## config.mk

```make
export PLATFORM = sky130hd
export DESIGN_NAME = id_ex_stage
export DESIGN_NICKNAME = d
export VERILOG_FILES = /design/src/rtl/cpu_defs_pkg.sv /design/src/rtl/id_ex_stage_load_use_detect.sv /design/src/rtl/id_ex_stage.sv
export SDC_FILE = /design/constraint.sdc
export NUM_CORES = 1
export LEC_CHECK = 0
export BUFFER_PORTS_ARGS = -buffer_cell sky130_fd_sc_hd__buf_2
export CORE_ASPECT_RATIO = 0.7
export CORE_UTILIZATION = 25
export CTS_CLUSTER_SIZE = 16
export DETAILED_ROUTE_END_ITERATION = 6
export SKIP_LAST_GASP = 1
export SYNTH_ARGS = -nofsm -noshare
export SYNTH_HDL_FRONTEND = slang
export SYNTH_SLANG_ARGS = --single-unit
```

## constraint.sdc

```tcl
create_clock -name CLK -period 4.26 [get_ports CLK]
set_input_delay 0.213 -clock CLK [delete_from_list [all_inputs] [get_ports CLK]]
set_output_delay 0.213 -clock CLK [all_outputs]
set_load 0.05 [all_outputs]
```

## src/rtl/cpu_defs_pkg.sv

```systemverilog
// Shared definitions for the five-stage MIPS pipeline: ALU operation codes,
// the decoded control bundle carried down the pipe, and register constants.
package cpu_defs;

    localparam logic [4:0] REG_ZERO = 5'd0;

    typedef enum logic [3:0] {
        ALU_ADD  = 4'd0,
        ALU_SUB  = 4'd1,
        ALU_AND  = 4'd2,
        ALU_OR   = 4'd3,
        ALU_XOR  = 4'd4,
        ALU_NOR  = 4'd5,
        ALU_SLT  = 4'd6,
        ALU_SLTU = 4'd7,
        ALU_SLL  = 4'd8,
        ALU_SRL  = 4'd9,
        ALU_SRA  = 4'd10,
        ALU_LUI  = 4'd11,
        ALU_R12  = 4'd12,
        ALU_R13  = 4'd13,
        ALU_R14  = 4'd14,
        ALU_R15  = 4'd15
    } alu_op_e;

    // Bit offsets of each field inside the packed control bundle.
    localparam int unsigned CTRL_ALUOP_LSB = 0;
    localparam int unsigned CTRL_ALUSRC    = 4;
    localparam int unsigned CTRL_MEMTOREG  = 5;
    localparam int unsigned CTRL_MEMWRITE  = 6;
    localparam int unsigned CTRL_MEMREAD   = 7;
    localparam int unsigned CTRL_REGWRITE  = 8;
    localparam int unsigned CTRL_W         = 9;

    typedef struct packed {
        logic    reg_write;
        logic    mem_read;
        logic    mem_write;
        logic    mem_to_reg;
        logic    alu_src;
        alu_op_e alu_op;
    } ctrl_t;

    // A bubble carries no side effects: no register write, no memory access.
    localparam ctrl_t CTRL_BUBBLE = '0;

    function automatic ctrl_t make_ctrl(
        input logic       reg_write,
        input logic       mem_read,
        input logic       mem_write,
        input logic       mem_to_reg,
        input logic       alu_src,
        input logic [3:0] alu_op
    );
        ctrl_t c;
        c.reg_write  = reg_write;
        c.mem_read   = mem_read;
        c.mem_write  = mem_write;
        c.mem_to_reg = mem_to_reg;
        c.alu_src    = alu_src;
        c.alu_op     = alu_op_e'(alu_op);
        return c;
    endfunction

endpackage

```

## src/rtl/id_ex_stage_load_use_detect.sv

```systemverilog
// Load-use hazard detection: the load in EX writes a register the ID
// instruction reads, so the consumer must wait one cycle for the load data.
module load_use_detect
    import cpu_defs::*;
(
    input  logic       ex_valid,
    input  logic       ex_mem_read,
    input  logic [4:0] ex_rt,
    input  logic       id_valid,
    input  logic [4:0] id_rs,
    input  logic [4:0] id_rt,
    input  logic       id_uses_rt,
    output logic       load_use
);

    logic rs_match;
    logic rt_match;

    // Compare the load destination against the ID sources; $0 never hazards.
    always_comb begin
        rs_match = (ex_rt == id_rs);
        rt_match = id_uses_rt && (ex_rt == id_rt);
        load_use = ex_valid && ex_mem_read && id_valid && (ex_rt != REG_ZERO)
                   && (rs_match || rt_match);
    end

endmodule

```

## src/rtl/id_ex_stage.sv

```systemverilog
// ID/EX pipeline register with load-use bubble insertion, flush, downstream
// hold and a saturating count of inserted bubbles.
module id_ex_stage
    import cpu_defs::*;
#(
    parameter int unsigned DATA_W = 32,
    parameter int unsigned CNT_W  = 16
) (
    input  logic              CLK,
    input  logic              RST_N,
    input  logic [4:0]        IF_ID_RegisterRs,
    input  logic [4:0]        IF_ID_RegisterRt,
    input  logic              ID_UsesRt,
    input  logic [4:0]        ID_RegisterRd,
    input  logic [DATA_W-1:0] ID_ReadData1,
    input  logic [DATA_W-1:0] ID_ReadData2,
    input  logic [DATA_W-1:0] ID_Imm,
    input  logic              ID_Valid,
    input  logic              ID_RegWrite,
    input  logic              ID_MemRead,
    input  logic              ID_MemWrite,
    input  logic              ID_MemToReg,
    input  logic              ID_ALUSrc,
    input  logic [3:0]        ID_ALUOp,
    input  logic              EX_Flush,
    input  logic              MEM_Hold,
    output logic [4:0]        ID_EX_RegisterRs,
    output logic [4:0]        ID_EX_RegisterRt,
    output logic [4:0]        ID_EX_RegisterRd,
    output logic [DATA_W-1:0] ID_EX_ReadData1,
    output logic [DATA_W-1:0] ID_EX_ReadData2,
    output logic [DATA_W-1:0] ID_EX_Imm,
    output logic              ID_EX_RegWrite,
    output logic              ID_EX_MemRead,
    output logic              ID_EX_MemWrite,
    output logic              ID_EX_MemToReg,
    output logic              ID_EX_ALUSrc,
    output logic [3:0]        ID_EX_ALUOp,
    output logic              ID_EX_Valid,
    output logic              Stall,
    output logic [CNT_W-1:0]  BubbleCount
);

    logic [4:0]        rs_q, rs_d, rt_q, rt_d, rd_q, rd_d;
    logic [DATA_W-1:0] rd1_q, rd1_d, rd2_q, rd2_d, imm_q, imm_d;
    ctrl_t             ctrl_q, ctrl_d;
    logic              valid_q, valid_d;
    logic [CNT_W-1:0]  bubble_count_q, bubble_count_d;

    logic load_use;
    logic clear;
    logic count;

    load_use_detect u_load_use_detect (
        .ex_valid    (valid_q),
        .ex_mem_read (ctrl_q.mem_read),
        .ex_rt       (rt_q),
        .id_valid    (ID_Valid),
        .id_rs       (IF_ID_RegisterRs),
        .id_rt       (IF_ID_RegisterRt),
        .id_uses_rt  (ID_UsesRt),
        .load_use    (load_use)
    );

    // Upstream freeze; forced low in reset so PC/IF-ID are never held by a
    // MEM_Hold that arrives before the pipe is running.
    always_comb begin
        Stall = RST_N && (load_use || MEM_Hold) && !EX_Flush;
    end

    // Per-edge action: flush > hold > load-use bubble > load (or idle bubble).
    always_comb begin
        rs_d           = rs_q;
        rt_d           = rt_q;
        rd_d           = rd_q;
        rd1_d          = rd1_q;
        rd2_d          = rd2_q;
        imm_d          = imm_q;
        ctrl_d         = ctrl_q;
        valid_d        = valid_q;
        bubble_count_d = bubble_count_q;
        clear          = 1'b0;
        count          = 1'b0;

        if (EX_Flush) begin
            clear = 1'b1;
            count = 1'b1;
        end else if (MEM_Hold) begin
            clear = 1'b0;
        end else if (load_use) begin
            clear = 1'b1;
            count = 1'b1;
        end else if (ID_Valid) begin
            rs_d    = IF_ID_RegisterRs;
            rt_d    = IF_ID_RegisterRt;
            rd_d    = ID_RegisterRd;
            rd1_d   = ID_ReadData1;
            rd2_d   = ID_ReadData2;
            imm_d   = ID_Imm;
            ctrl_d  = make_ctrl(ID_RegWrite, ID_MemRead, ID_MemWrite,
                                ID_MemToReg, ID_ALUSrc, ID_ALUOp);
            valid_d = 1'b1;
        end else begin
            clear = 1'b1;
        end

        if (clear) begin
            rs_d    = '0;
            rt_d    = '0;
            rd_d    = '0;
            rd1_d   = '0;
            rd2_d   = '0;
            imm_d   = '0;
            ctrl_d  = CTRL_BUBBLE;
            valid_d = 1'b0;
        end

        if (count && (bubble_count_q != '1)) begin
            bubble_count_d = bubble_count_q + CNT_W'(1);
        end
    end

    // Stage register and bubble counter.
    always_ff @(posedge CLK or negedge RST_N) begin
        if (!RST_N) begin
            rs_q           <= '0;
            rt_q           <= '0;
            rd_q           <= '0;
            rd1_q          <= '0;
            rd2_q          <= '0;
            imm_q          <= '0;
            ctrl_q         <= CTRL_BUBBLE;
            valid_q        <= 1'b0;
            bubble_count_q <= '0;
        end else begin
            rs_q           <= rs_d;
            rt_q           <= rt_d;
            rd_q           <= rd_d;
            rd1_q          <= rd1_d;
            rd2_q          <= rd2_d;
            imm_q          <= imm_d;
            ctrl_q         <= ctrl_d;
            valid_q        <= valid_d;
            bubble_count_q <= bubble_count_d;
        end
    end

    // Output mapping from the stage register.
    always_comb begin
        ID_EX_RegisterRs = rs_q;
        ID_EX_RegisterRt = rt_q;
        ID_EX_RegisterRd = rd_q;
        ID_EX_ReadData1  = rd1_q;
        ID_EX_ReadData2  = rd2_q;
        ID_EX_Imm        = imm_q;
        ID_EX_RegWrite   = ctrl_q.reg_write;
        ID_EX_MemRead    = ctrl_q.mem_read;
        ID_EX_MemWrite   = ctrl_q.mem_write;
        ID_EX_MemToReg   = ctrl_q.mem_to_reg;
        ID_EX_ALUSrc     = ctrl_q.alu_src;
        ID_EX_ALUOp      = ctrl_q.alu_op;
        ID_EX_Valid      = valid_q;
        BubbleCount      = bubble_count_q;
    end

endmodule

```

==> impl.org <==
** GRT
- Initial antenna violation count :: 0
- Via count of the first global-routing pass :: 4169
- Summed over all layers, the global routing overflow is 0.
- Entering global routing, the biggest net connects 82 pins.
- Global routing used 13.6% of the available tracks.
- The first global-routing pass estimated 22600 microns of wire.

** Setup path
- Together, buffers and inverters on the worst path number 1.
- STA puts the critical path data required time at 4.05 ns.
- Walking the worst path, the cells encountered are xor2_1 -> nor4_1 -> a32oi_1 -> nor3_1 -> nor2_1 -> nor3b_1 -> buf_2.
- Type of the worst setup path :: flip-flop to output port
- Top Family by Delay on Critical Path :: simple AND/OR/NAND/NOR gates
- In this design, the stage delay of the slowest critical-path cell is 0.44 ns.
- For this design, the slowest cell found on the critical path is sky130_fd_sc_hd__nor3_1.
- CP Capture Type :: output port
- Data arrives at the worst endpoint at 2.64 ns.
- The most critical setup path has its startpoint at ID_EX_RegisterRt[3]$_DFFE_PN0P_.
- The worst register-to-register path begins at ID_EX_RegisterRt[1]$_DFFE_PN0P_.
- Minimum setup slack among reg-to-reg paths :: 1.62 ns
- Launching element type of the critical path :: flip-flop
- Along the worst path, the maximum fanout reaches 5.

** Placed design
- Summing all placed instances gives a cell area of 6730 sq um.
- Global placer's final weighted congestion :: 0.739
- Final HPWL from detailed placement :: 9500 microns
- The count of buffers added on input and output ports is 263.

** Floorplan
- Effective utilization at floorplan :: 25.8%
- Number of I/O pins :: 264
- In this run the standard cell core region covers 20100 sq um.
- Y dimension of the die :: 123 microns
- Area enclosed by the die boundary :: 21300 sq um
- Row Count :: 43
- Die X :: 174 microns

** Logic synthesis
- Netlist cell types :: 31
- Synthesis produced a netlist with a net count of 488.
- In this run the cell area of the synthesized design comes to 5190 sq um.
- Synthesis inferred 137 register bits.
- Mean cell area of the mapped netlist :: 14.4 sq um
- The top cell type by area accounts for 66.1% of the synthesized area.
- Ranked by total cell area, the synthesized netlist is headed by sky130_fd_sc_hd__dfrtp_1 (66%), sky130_fd_sc_hd__a22o_1 (20%), sky130_fd_sc_hd__xnor2_1 (2.4%), sky130_fd_sc_hd__buf_6 (2.0%), sky130_fd_sc_hd__xor2_1 (1.7%).
- The share of the Yosys chip area taken by registers is 66.1%.
- The largest total area in the synthesized netlist belongs to sky130_fd_sc_hd__dfrtp_1.
- In the synthesized netlist the async set-or-reset flop fraction comes to 100%.
- Count of warnings emitted by yosys :: 0
- Number of enable flip-flop cells after synthesis :: 0
- In the synthesized netlist the dominant register cell turns out to be sky130_fd_sc_hd__dfrtp_1.
- Gate count of the mapped netlist :: 361

** Layout
- Count of nets after finishing :: 792
- Utilization after layout :: 38.9%
- The library cell used most frequently in the layout, excluding fill and tap cells, is sky130_fd_sc_hd__buf_2.
- Share of cells above drive strength 1 :: 44.8%
- Leaving out fill and tap cells, the most frequent cells in the layout are sky130_fd_sc_hd__buf_2 (262), sky130_fd_sc_hd__dfrtp_1 (137), sky130_fd_sc_hd__a22o_1 (120), sky130_fd_sc_hd__dlygate4sd3_1 (45), sky130_fd_sc_hd__clkbuf_16 (17).
- Area of all placed cells without fillers :: 7800 sq um
- From synthesis to final layout, the design area changed by 50.4%.
- Diode count :: 0
- After filler insertion, the fill cell instance count of the layout stands at 1914.

** Timing
- The number of hold-slack violations in the final timing report was 0.
- Setup repair after global routing left no endpoint under its margin.
- Setup violations remaining at the end of the flow were counted as 0.
- The worst pin sits at a relative slew slack of 29.0%.
- Time the final worst path needs with I/O delays and setup :: 2.86 ns
- Maximum clock rate :: 350 MHz
- For the pin with the worst max-slew slack, the measured transition is 1.06 ns.
- Fraction of the cycle the final worst path needs :: 67.1%
- Final sum of negative setup slack :: 0 ns
- Setup clock skew after layout :: 0.00708 ns
- The number of max-slew violations in the final report is 0.

** Route
- In the routed layout, each cell is associated on average with a via count of 4.45.
- For this run, the detailed router's first-pass iteration total came to 4.
- For this block, the initial DRC count from the detailed router was 190.
- The final layout contains routed wiring with a total length of 14500 microns.
- Remaining antenna violation count after routing :: 0
- WL/cell :: 15.3 microns
- The routed layout has 4216 vias.
- After detailed routing, the number of remaining DRC violations is 0.

** Job
- Total of max-cap violations :: 0

** Power and ir drop
- Dividing total power by cell area gives a power density of 468 nW/um^2.
- Summed over all cells, the static leakage comes to 4.20 nW.
- Maximum resistive drop on vdd :: 0.000237 V

** Run status
- Status :: complete, no violations

** Hold path
- The startpoint identified for the worst hold timing path is ID_ALUOp[1].
- Min-Delay Path Class :: primary input to flip-flop

** CTS
- Clk Latency, worst-skew pair :: 0.41 ns
- For this design, the sink count on the clock tree is 137.
- Buffers inserted during clock tree synthesis total 17.
- The root buffer cell chosen for the clock tree is sky130_fd_sc_hd__clkbuf_16.
- TritonCTS built the clock tree.
- Depth of the CTS H-tree :: 4
- No sink is reached through more buffers than the 2 on the longest clock path.
- After clock tree synthesis, the clock-pin slew on the worst setup and hold paths is 0.06 ns.
synth_stat cells (2+ instances only):
| library cell | instances |
|---|---|
| sky130_fd_sc_hd__xor2_1 | 10 |
| sky130_fd_sc_hd__nor2_1 | 8 |
| sky130_fd_sc_hd__buf_2 | 4 |
| sky130_fd_sc_hd__o31ai_1 | 2 |
| sky130_fd_sc_hd__clkbuf_1 | 13 |
| sky130_fd_sc_hd__xnor2_1 | 14 |
| sky130_fd_sc_hd__nand4_1 | 4 |
| sky130_fd_sc_hd__nor3_1 | 4 |
| sky130_fd_sc_hd__buf_6 | 9 |
| sky130_fd_sc_hd__nand3_1 | 9 |
| sky130_fd_sc_hd__nor2b_1 | 2 |
| sky130_fd_sc_hd__dfrtp_1 | 137 |
| sky130_fd_sc_hd__nand2_1 | 7 |
| sky130_fd_sc_hd__a22o_1 | 120 |
| sky130_fd_sc_hd__mux2_2 | 2 |
layer usage:
metal	wire, microns	vias to the layer above	track usage (%)
li1	-	1985	-
met1	7010	2061	19.1
met2	6520	159	20.2
met3	756	11	3.25
met4	187	0	5.10
met5	0	-	0
logic make-up after synthesis:
group | share of synthesized area (%)
muxes | 0.434
xor gates and xnor gates | 4.05
buffers and inverters | 3.50
DFF | 66.1
AOI/OAI and AO/OA | 21.3
and+or+nand+nor | 4.34
adders and majority gates | 0.241
worst reg2reg max path: stages, from the launching register on:
cell                      delay [ns]
sky130_fd_sc_hd__dfrtp_1        0.42
sky130_fd_sc_hd__or4_1          0.61
sky130_fd_sc_hd__nor2_1         0.17
sky130_fd_sc_hd__nor3_1         0.11
sky130_fd_sc_hd__nor4b_4        0.24
sky130_fd_sc_hd__buf_4          0.65
sky130_fd_sc_hd__a22o_1         0.38
state kept, by name, indices dropped and copies added, names as in the netlist:
name and cells:
ID_EX_ALUSrc 1, ID_EX_Valid 1, ID_EX_MemToReg 1, ID_EX_ReadData1 32, ID_EX_ALUOp 4, ID_EX_RegisterRt 5, ID_EX_MemWrite 1, ID_EX_ReadData2 32
ID_EX_Imm 32, ID_EX_RegisterRs 5, ID_EX_RegWrite 1, ID_EX_RegisterRd 5, ID_EX_MemRead 1, BubbleCount 16
layout make-up:
class,instances,area (sq um),area share [%]
timing repair buffer,312,1820,23.3
tap,270,338,4.33
clock inverter,14,195,2.50
sequential,137,3430,43.9
inverter,1,3.75,0.0481
multi-input combinational,196,1590,20.4
clock buffer,18,429,5.50
timing repair:
item                                   CTS  global route
buffers inserted                         0             0
hold buffers                            43             2
resized for setup                        0             0
endpoints found under the hold margin  121             2
final timing paths:
check                                                 end  cells after the start
setup / recovery                                    Stall                      7
hold / removal                 ID_EX_ALUOp[1]$_DFFE_PN0P_                      2
setup reg to reg           ID_EX_ReadData2[3]$_DFFE_PN0P_                      6
hold reg to reg                 ID_EX_Imm[22]$_DFFE_PN0P_                      1
max in group asynchronous        ID_EX_Imm[8]$_DFFE_PN0P_                      3
min in group asynchronous  ID_EX_ReadData1[1]$_DFFE_PN0P_                      2
power breakdown:
part,internal (mW),leakage (nW),switching (mW)
logic,0.197,2.04,0.444
clock network,0.986,0.305,0.582
registers,1.38,1.86,0.0658
total,2.56,4.20,1.09
metrics by stage:
| step | hold slack, ns | instances | power [mW] | setup WS, ns |
|---|---|---|---|---|
| detailed placement | 0.313 | 871 | 2.08 | 1.63 |
| global route | 0.00105 | 948 | 3.81 | 1.15 |
| floorplan | -0.0826 | 361 | 1.87 | 1.29 |
| global placement | 0.319 | 871 | 2.08 | 1.67 |
| CTS | 0.000108 | 946 | 3.71 | 1.37 |
| finish | 0.0211 | 948 | 3.65 | 1.40 |
No activity file was read; power rests on OpenSTA's default activity.
